==> src/rtl/pipelined_adder_tree_acc_if.sv <==
// rtl/pipelined_adder_tree_acc_if.sv - beat input and result bundle for the adder tree accumulator
interface pipelined_adder_tree_acc_if #(
   parameter int NUM_INPUTS = 12,
   parameter int INPUT_SIZE = 12,
   parameter int ACC_SIZE   = 32,
   parameter int TREE_SIZE  = INPUT_SIZE + $clog2(NUM_INPUTS)
);
   logic                                  advance;
   logic                                  in_valid;
   logic                                  in_first;
   logic                                  in_last;
   logic [NUM_INPUTS-1:0][INPUT_SIZE-1:0] data;
   logic [TREE_SIZE-1:0]                  tree_result;
   logic                                  tree_valid;
   logic [ACC_SIZE-1:0]                   acc_result;
   logic                                  acc_valid;

   modport master (
      output advance, in_valid, in_first, in_last, data,
      input  tree_result, tree_valid, acc_result, acc_valid
   );

   modport slave (
      input  advance, in_valid, in_first, in_last, data,
      output tree_result, tree_valid, acc_result, acc_valid
   );
endinterface

==> src/rtl/pipelined_adder_tree_acc.sv <==
// rtl/pipelined_adder_tree_acc.sv - stallable pipelined adder tree with framed accumulator
module pipelined_adder_tree_acc #(
   parameter int NUM_INPUTS = 12,
   parameter int INPUT_SIZE = 12,
   parameter int SIGNED     = 1,
   parameter int ACC_SIZE   = 32
) (
   input logic                        clk,
   input logic                        rst,
   pipelined_adder_tree_acc_if.slave  bus
);
   localparam int NUM_STAGES = $clog2(NUM_INPUTS);
   localparam int TREE_SIZE  = INPUT_SIZE + NUM_STAGES;

   // Each stage halves the operand count (rounding up) and grows one bit,
   // so the final stage holds a single TREE_SIZE-wide sum with no overflow.
   for (genvar s = 0; s < NUM_STAGES; s++) begin : gen_stage
      localparam int IN_W  = INPUT_SIZE + s;
      localparam int OUT_W = IN_W + 1;
      localparam int N_IN  = (NUM_INPUTS + (1 << s) - 1) >> s;
      localparam int N_OUT = (N_IN + 1) / 2;

      logic [IN_W-1:0]  a   [N_IN];
      logic [OUT_W-1:0] ea  [N_IN];
      logic [OUT_W-1:0] nxt [N_OUT];
      logic [OUT_W-1:0] q   [N_OUT];

      for (genvar i = 0; i < N_IN; i++) begin : gen_ext
         if (s == 0) begin : gen_src_in
            assign a[i] = bus.data[i];
         end else begin : gen_src_prev
            assign a[i] = gen_stage[s-1].q[i];
         end
         if (SIGNED != 0) begin : gen_sext
            assign ea[i] = OUT_W'($signed(a[i]));
         end else begin : gen_zext
            assign ea[i] = OUT_W'(a[i]);
         end
      end

      // Odd leftover operand passes through, already widened by ea.
      for (genvar j = 0; j < N_OUT; j++) begin : gen_pair
         if (2*j + 1 < N_IN) begin : gen_add
            assign nxt[j] = ea[2*j] + ea[2*j+1];
         end else begin : gen_pass
            assign nxt[j] = ea[2*j];
         end
      end

      // Stage register: captures partial sums only on advancing cycles
      always_ff @(posedge clk) begin
         if (rst) begin
            for (int k = 0; k < N_OUT; k++) q[k] <= '0;
         end else if (bus.advance) begin
            for (int k = 0; k < N_OUT; k++) q[k] <= nxt[k];
         end
      end
   end

   logic [NUM_STAGES-1:0] v_q;
   logic [NUM_STAGES-1:0] f_q;
   logic [NUM_STAGES-1:0] l_q;
   logic [TREE_SIZE-1:0]  tree_sum;
   logic                  tree_valid;
   logic                  tree_first;
   logic                  tree_last;

   // Sideband shift register; framing flags are masked by valid on entry
   always_ff @(posedge clk) begin
      if (rst) begin
         v_q <= '0;
         f_q <= '0;
         l_q <= '0;
      end else if (bus.advance) begin
         v_q <= (v_q << 1) | NUM_STAGES'(bus.in_valid);
         f_q <= (f_q << 1) | NUM_STAGES'(bus.in_valid & bus.in_first);
         l_q <= (l_q << 1) | NUM_STAGES'(bus.in_valid & bus.in_last);
      end
   end

   assign tree_sum   = gen_stage[NUM_STAGES-1].q[0];
   assign tree_valid = v_q[NUM_STAGES-1];
   assign tree_first = f_q[NUM_STAGES-1];
   assign tree_last  = l_q[NUM_STAGES-1];

   logic [ACC_SIZE-1:0] tree_ext;
   logic [ACC_SIZE-1:0] acc_q;
   logic                acc_v_q;

   if (SIGNED != 0) begin : gen_acc_sext
      assign tree_ext = ACC_SIZE'($signed(tree_sum));
   end else begin : gen_acc_zext
      assign tree_ext = ACC_SIZE'(tree_sum);
   end

   // Accumulator: first restarts the frame, otherwise add (wraps); valid marks frame end
   always_ff @(posedge clk) begin
      if (rst) begin
         acc_q   <= '0;
         acc_v_q <= 1'b0;
      end else if (bus.advance) begin
         if (tree_valid) begin
            acc_q   <= tree_first ? tree_ext : acc_q + tree_ext;
            acc_v_q <= tree_last;
         end else begin
            acc_v_q <= 1'b0;
         end
      end
   end

   assign bus.tree_result = tree_sum;
   assign bus.tree_valid  = tree_valid;
   assign bus.acc_result  = acc_q;
   assign bus.acc_valid   = acc_v_q;
endmodule

==> src/flat_wrapper.sv <==
// flat-port wrapper written by rule: the top's interface ports become plain ports
module pipelined_adder_tree_acc_flat 
#(
   parameter int NUM_INPUTS = 12,
   parameter int INPUT_SIZE = 12,
   parameter int SIGNED     = 1,
   parameter int ACC_SIZE   = 32
)
  (clk, rst, bus_advance, bus_in_valid, bus_in_first, bus_in_last, bus_data, bus_tree_result, bus_tree_valid, bus_acc_result, bus_acc_valid);
  pipelined_adder_tree_acc_if #(.NUM_INPUTS(NUM_INPUTS), .INPUT_SIZE(INPUT_SIZE), .ACC_SIZE(ACC_SIZE)) bus_i ();
  input logic clk;
  input logic rst;
  input wire logic [$bits(bus_i.advance)-1:0] bus_advance;
  input wire logic [$bits(bus_i.in_valid)-1:0] bus_in_valid;
  input wire logic [$bits(bus_i.in_first)-1:0] bus_in_first;
  input wire logic [$bits(bus_i.in_last)-1:0] bus_in_last;
  input wire logic [$bits(bus_i.data)-1:0] bus_data;
  output wire logic [$bits(bus_i.tree_result)-1:0] bus_tree_result;
  output wire logic [$bits(bus_i.tree_valid)-1:0] bus_tree_valid;
  output wire logic [$bits(bus_i.acc_result)-1:0] bus_acc_result;
  output wire logic [$bits(bus_i.acc_valid)-1:0] bus_acc_valid;
  assign bus_i.advance = bus_advance;
  assign bus_i.in_valid = bus_in_valid;
  assign bus_i.in_first = bus_in_first;
  assign bus_i.in_last = bus_in_last;
  assign bus_i.data = bus_data;
  assign bus_tree_result = bus_i.tree_result;
  assign bus_tree_valid = bus_i.tree_valid;
  assign bus_acc_result = bus_i.acc_result;
  assign bus_acc_valid = bus_i.acc_valid;
  pipelined_adder_tree_acc #(.NUM_INPUTS(NUM_INPUTS), .INPUT_SIZE(INPUT_SIZE), .SIGNED(SIGNED), .ACC_SIZE(ACC_SIZE)) u_core (.clk(clk), .rst(rst), .bus(bus_i));
endmodule
==> config.mk <==
export PLATFORM = sky130hd
export DESIGN_NAME = pipelined_adder_tree_acc_flat
export DESIGN_NICKNAME = d
export VERILOG_FILES = /design/src/rtl/pipelined_adder_tree_acc_if.sv /design/src/rtl/pipelined_adder_tree_acc.sv /design/src/flat_wrapper.sv
export SDC_FILE = /design/constraint.sdc
export NUM_CORES = 1
export LEC_CHECK = 0
export ABC_AREA = 0
export ABC_CLOCK_PERIOD_IN_PS = 11300
export CORE_MARGIN = 4
export CORE_UTILIZATION = 61
export DETAILED_ROUTE_END_ITERATION = 16
export GPL_ROUTABILITY_DRIVEN = 0
export PLACE_DENSITY = 0.9
export REMOVE_ABC_BUFFERS = 1
export SETUP_SLACK_MARGIN = 0.15
export SLEW_MARGIN = 0
export SYNTH_ARGS = -nofsm -noshare
export SYNTH_HDL_FRONTEND = slang
export SYNTH_SLANG_ARGS = --single-unit
==> constraint.sdc <==
create_clock -name clk -period 11.3 [get_ports clk]
set_input_delay 2.26 -clock clk [delete_from_list [all_inputs] [get_ports clk]]
set_output_delay 2.26 -clock clk [all_outputs]
set_load 0.01 [all_outputs]
---- After elaboration in Yosys (flattened, before gate mapping) ----
Memory sizes are Yosys's and may differ from the RTL's.
Index checks and enable logic that the tools add are counted.
word-level totals
  flip-flop bits (word level) ............. 45
  RAM bits ................................ 166
  word-level logic and storage cells ...... 59
  latch bits .............................. 0
  ROM bits ................................ 0
  input bits .............................. 150
  output and inout port bits .............. 50
  memories kept ........................... 4
operators by class
  mux-type cells .......................... 20
  eq/ne operators ......................... 0
  $mul .................................... 0
  $lt $le $gt $ge ......................... 0
  divide/modulo/power cells ............... 0
  shift-type cells ........................ 0
  reductions and logical operators ........ 2
  add/subtract/negate cells ............... 12
  bitwise operators ....................... 16
memory list
  memory                 words  bits a word  read ports  clocked after memory_dff  wr ports  RTL line                        RTL
  u_core.gen_stage[0].q  6      13           6           0                         6         pipelined_adder_tree_acc.sv:26  logic [OUT_W-1:0] q [N_OUT];
  u_core.gen_stage[1].q  3      14           3           0                         3         pipelined_adder_tree_acc.sv:26
  u_core.gen_stage[2].q  2      15           2           0                         2         pipelined_adder_tree_acc.sv:26
  u_core.gen_stage[3].q  1      16           1           0                         1         pipelined_adder_tree_acc.sv:26
operators by type and width
  operator                   number
  adder 12 x 12 -> 13 bit    6
  2-to-1 mux 13 bit          6
  adder 13 x 13 -> 14 bit    3
  2-to-1 mux 14 bit          3
  adder 32 bit               1
  2-to-1 mux 32 bit          1
  2-to-1 mux 15 bit          2
  adder 15 x 15 -> 16 bit    1
  2-to-1 mux 16 bit          1
  OR reduction 16 bit        1
  adder 14 x 14 -> 15 bit    1
  bitwise OR 1 bit           11
  bitwise OR 4 bit           2
  2-to-1 mux 1 bit           7
  bitwise OR 4 x 1 -> 4 bit  1
  AND 1 bit                  2
  AND reduction 2 bit        1

---- Logic depth before layout (Yosys ltp) ----
  depth after elaboration ................. 5
  gate-level depth with buffers ........... 10
  mapped depth without buffers ............ 10

---- Worst setup path before layout ----
OpenSTA, ideal clock, no wires.
  path type ............................... input to register
  start ................................... input port bus_advance
  end ..................................... memory u_core.gen_stage[0].q[0][0] (netlist name) (enable)
  buffers on the path ..................... 2
  setup time .............................. 0.456 ns
  required time ........................... 10.844 ns
  path slack .............................. 5.886 ns
  arrival ................................. 4.958 ns
  cell stages on the path ................. 3
  cells stage by stage .................... buf_2 > clkbuf_1 > or2_2
RTL lines
  element             RTL line                        RTL
  start: declaration  flat_wrapper.sv:13              input wire logic [$bits(bus_i.advance)-1:0] bus_advance;
  end: declaration    pipelined_adder_tree_acc.sv:26

==> flow_summary.json <==
{
  "outcome": "finished clean",
  "drive_gt1_share_pct": 3.761,
  "ios": 200,
  "rsz0062_at_grt": "false",
  "ys_async_sr_fraction_pct": 0,
  "grt_pass1_wl_um": 55120,
  "wl_um": 32800,
  "clk_path_buf_depth": 3,
  "synth_cells": 1472,
  "clock_sink_count": 210,
  "firstDrtPassIters": 6,
  "synthFlopType": "edfxtp_1",
  "synth_compound_area_share_pct": 17.53,
  "area_delta_synth_final_pct": 20.78,
  "hold_viol_final": 0,
  "wire_per_inst_um": 16.45,
  "grt_start_max_net_pins": 96,
  "synth_edf_count": 165,
  "die_h_um": 162.9,
  "drtAntennaViolNets": 0,
  "timing.hold.ws_ns": 0.4763,
  "worst_setup_path_end_kind": "flip-flop",
  "cellPowerDensity_nw_per_um2": 128.8,
  "worst_slew_pin_slew_ns": 1.223,
  "core-area_um2": 23540,
  "cts-resized-gates": 0,
  "num_rows": 56,
  "fin_nets": 1993,
  "slowest_stage": "clkdlybuf4s50_1",
  "clkLatencyLatePin_ns": 0.51,
  "antenna_found_initial": 0,
  "finClkSkew_ns": 0.01372,
  "cts_tree": "yes",
  "grt-ovfl-total": 0,
  "seq_area_frac_synth_pct": 40.00,
  "die_area_um2": 26540,
  "synthMuxAreaShare_pct": 2.000,
  "finalSetupViolCount": 0,
  "yosys.cell_types.count": 77,
  "yosys_warnings": 0,
  "synth.cell_area_um2": 14640,
  "synthAdderAreaFrac_pct": 16.26,
  "synthSimpleGateAreaFrac_pct": 15.03,
  "drt_iter0_drc": 1084,
  "yosys_register_bits": 210,
  "hold_path.class": "reg2reg",
  "p_total_mw": 2.278,
  "max_stage_delay_ns": 1.06,
  "hpwl_um": 23950,
  "timing.setup.tns_ns": 0,
  "synthXorXnorAreaFrac_pct": 6.462,
  "start_kind": "input port",
  "antenna_cells": 0,
  "vias": 11915,
  "grt_usage_pct": 24.55,
  "place.port_buffers": 199,
  "cts_setup_buffers": 0,
  "crit_required_ns": 11.43,
  "p_leak_nw": 7.536,
  "drc_errors": 0,
  "die_w_um": 162.9,
  "ctsHoldBuffers": 0,
  "ir_drop_uv": 99.11,
  "layout_min_cycle_time_ns": 5.233,
  "avgViaCountPerCell": 5.975,
  "drv_slew": 0,
  "cts-root-buf": "clkbuf_16",
  "cts_inserted_buffers": 23,
  "avgSynthCellArea_um2": 9.945,
  "fin_crit_sh_pct": 46.31,
  "cp_max_fo": 91,
  "initial_utilization_pct": 62.18,
  "grt_pass1_vias": 12096,
  "worst-setup-path-type": "in2reg",
  "cap_viol_max_count": 0,
  "synth_top_family_by_area": "compound AO/OA/AOI/OAI gates",
  "clk_pin_slew_ns": 0.06,
  "cp_cell_sequence": "clkdlybuf4s50_1 > or2_4 > buf_4",
  "htreeDepth": 1,
  "fmax_mhz": 191.1,
  "relSlewSlack_pct": 18.47,
  "cp.arrival_ns": 5.36
}
[area by class of cell]
type	count	area [um^2]
Timing Repair Buffer	205	2037
Multi-Input combinational cell	1158	8402
Fill cell	1573	5862
Inverter	62	232.7
Clock buffer	28	594.3
Tap cell	319	399.1
Sequential cell	210	5856
Clock inverter	12	160.2
[cell usage after synthesis, drive strengths merged, types with 6 or more instances]
master	number	share of area, %
nor2b	7	0.30
nor3	39	1.4
xnor2	63	3.8
dfxtp	45	6.2
a21o	37	1.9
o21ai	57	2.0
a31oi	7	0.34
o211ai	18	0.92
nand3	32	1.1
nand4	7	0.34
buf	7	0.24
mux2i	27	1.8
o21a	17	0.87
a211oi	30	1.6
inv	62	1.6
clkbuf	35	0.90
fa	12	1.6
nand2	85	2.2
nor2	155	4.0
or2	6	0.26
nor4	7	0.40
o21bai	44	2.3
nand2b	19	0.81
ha	171	15
xor2	45	2.7
a21oi	129	4.5
or3	20	0.85
and2	40	1.7
edfxtp	165	34
and3	19	0.81
[per-stage QoR]
| stage | worst slack, ns | util, % | cells | area, um^2 |
|---|---|---|---|---|
| after floorplan | 5.616 | - | 1430 | 14470 |
| after global placement | 5.669 | 71.90 | 1954 | 16930 |
| after detailed placement | 5.594 | 71.90 | 1954 | 16930 |
| after CTS | 6.108 | 75.10 | 1994 | 17680 |
| after global routing | 5.842 | 75.10 | 1994 | 17680 |
| final | 6.067 | 75.10 | 1994 | 17680 |
[power breakdown]
group | internal (mW) | switching [mW] | total [mW]
sequential | 0.915 | 0.0351 | 0.950
combinational | 0.264 | 0.303 | 0.567
clock | 0.463 | 0.297 | 0.761
total | 1.64 | 0.636 | 2.28
[flip-flops by register name (all words and copies together) (netlist names)]
name and cells:
u_core.f_q 4, u_core.gen_stage.q 165, u_core.v_q 4, u_core.bus.acc_valid 1
u_core.l_q 4, u_core.bus.acc_result 32
[cells in the final DEF (no fill, tap or decap), types with 5 or more instances in the layout]
master           synthesis  final
o21ai_1                 12     12
ha_1                   171    171
clkinv_1                 0      5
nor2b_1                  7      6
a31oi_1                  6      6
or3_1                   20     20
and2_1                  39     39
o211ai_1                18     18
fa_1                    12     12
nand4_1                  6      6
or2_2                    6      5
nand4b_1                 5      5
buf_4                    2      6
nor4_1                   6      6
o21ai_0                 44     44
nor2_1                 155    155
clkbuf_1                35      5
and3_1                  19     19
a21oi_1                126    126
dfxtp_1                 45     45
nand2b_1                19     19
edfxtp_1               165    165
o21a_1                  17     17
a211oi_1                29     29
inv_1                   62     62
xor2_1                  45     45
xnor2_1                 63     63
a21o_1                  37     37
o211a_1                  5      5
nand3_1                 32     32
clkdlybuf4s50_1          0    199
clkbuf_16                0     23
mux2i_1                 27     27
o21bai_1                43     43
nor3_1                  38     38
nand2_1                 85     84
[per-layer routing]
layer	track usage [%]	vias up	part of all wire, %
met4	7.549	0	2.9
met3	3.189	89	6.3
met1	29.96	5580	40
met2	45.15	435	51
li1	-	5811	-
met5	0	-	0
[worst paths after layout]
check / slack (ns) / to / cells after the start / startpoint
worst max-delay path: 6.07 / u_core.gen_stage[2].q[0][9] / 3 / bus_advance
worst min-delay path: 0.48 / u_core.l_q[0] / 2 / u_core.l_q[0]
worst max register to register: 8.12 / u_core.bus.acc_result[27] / 9 / u_core.gen_stage[3].q[0][15]
worst min register to register: 0.48 / u_core.l_q[0] / 2 / u_core.l_q[0]
[cells by family after synthesis]
logic type	after synthesis
simple gates	451
xor+xnor	108
mux	29
buf+inv	104
fa+ha+maj	183
flops	210
compound gates	387
[worst max-delay path: cells and delay by family]
family,cells,cell delay [ns]
buffers and inverters,2,1.91
and+or+nand+nor,1,1.06
(Power assumes the default switching activity.)
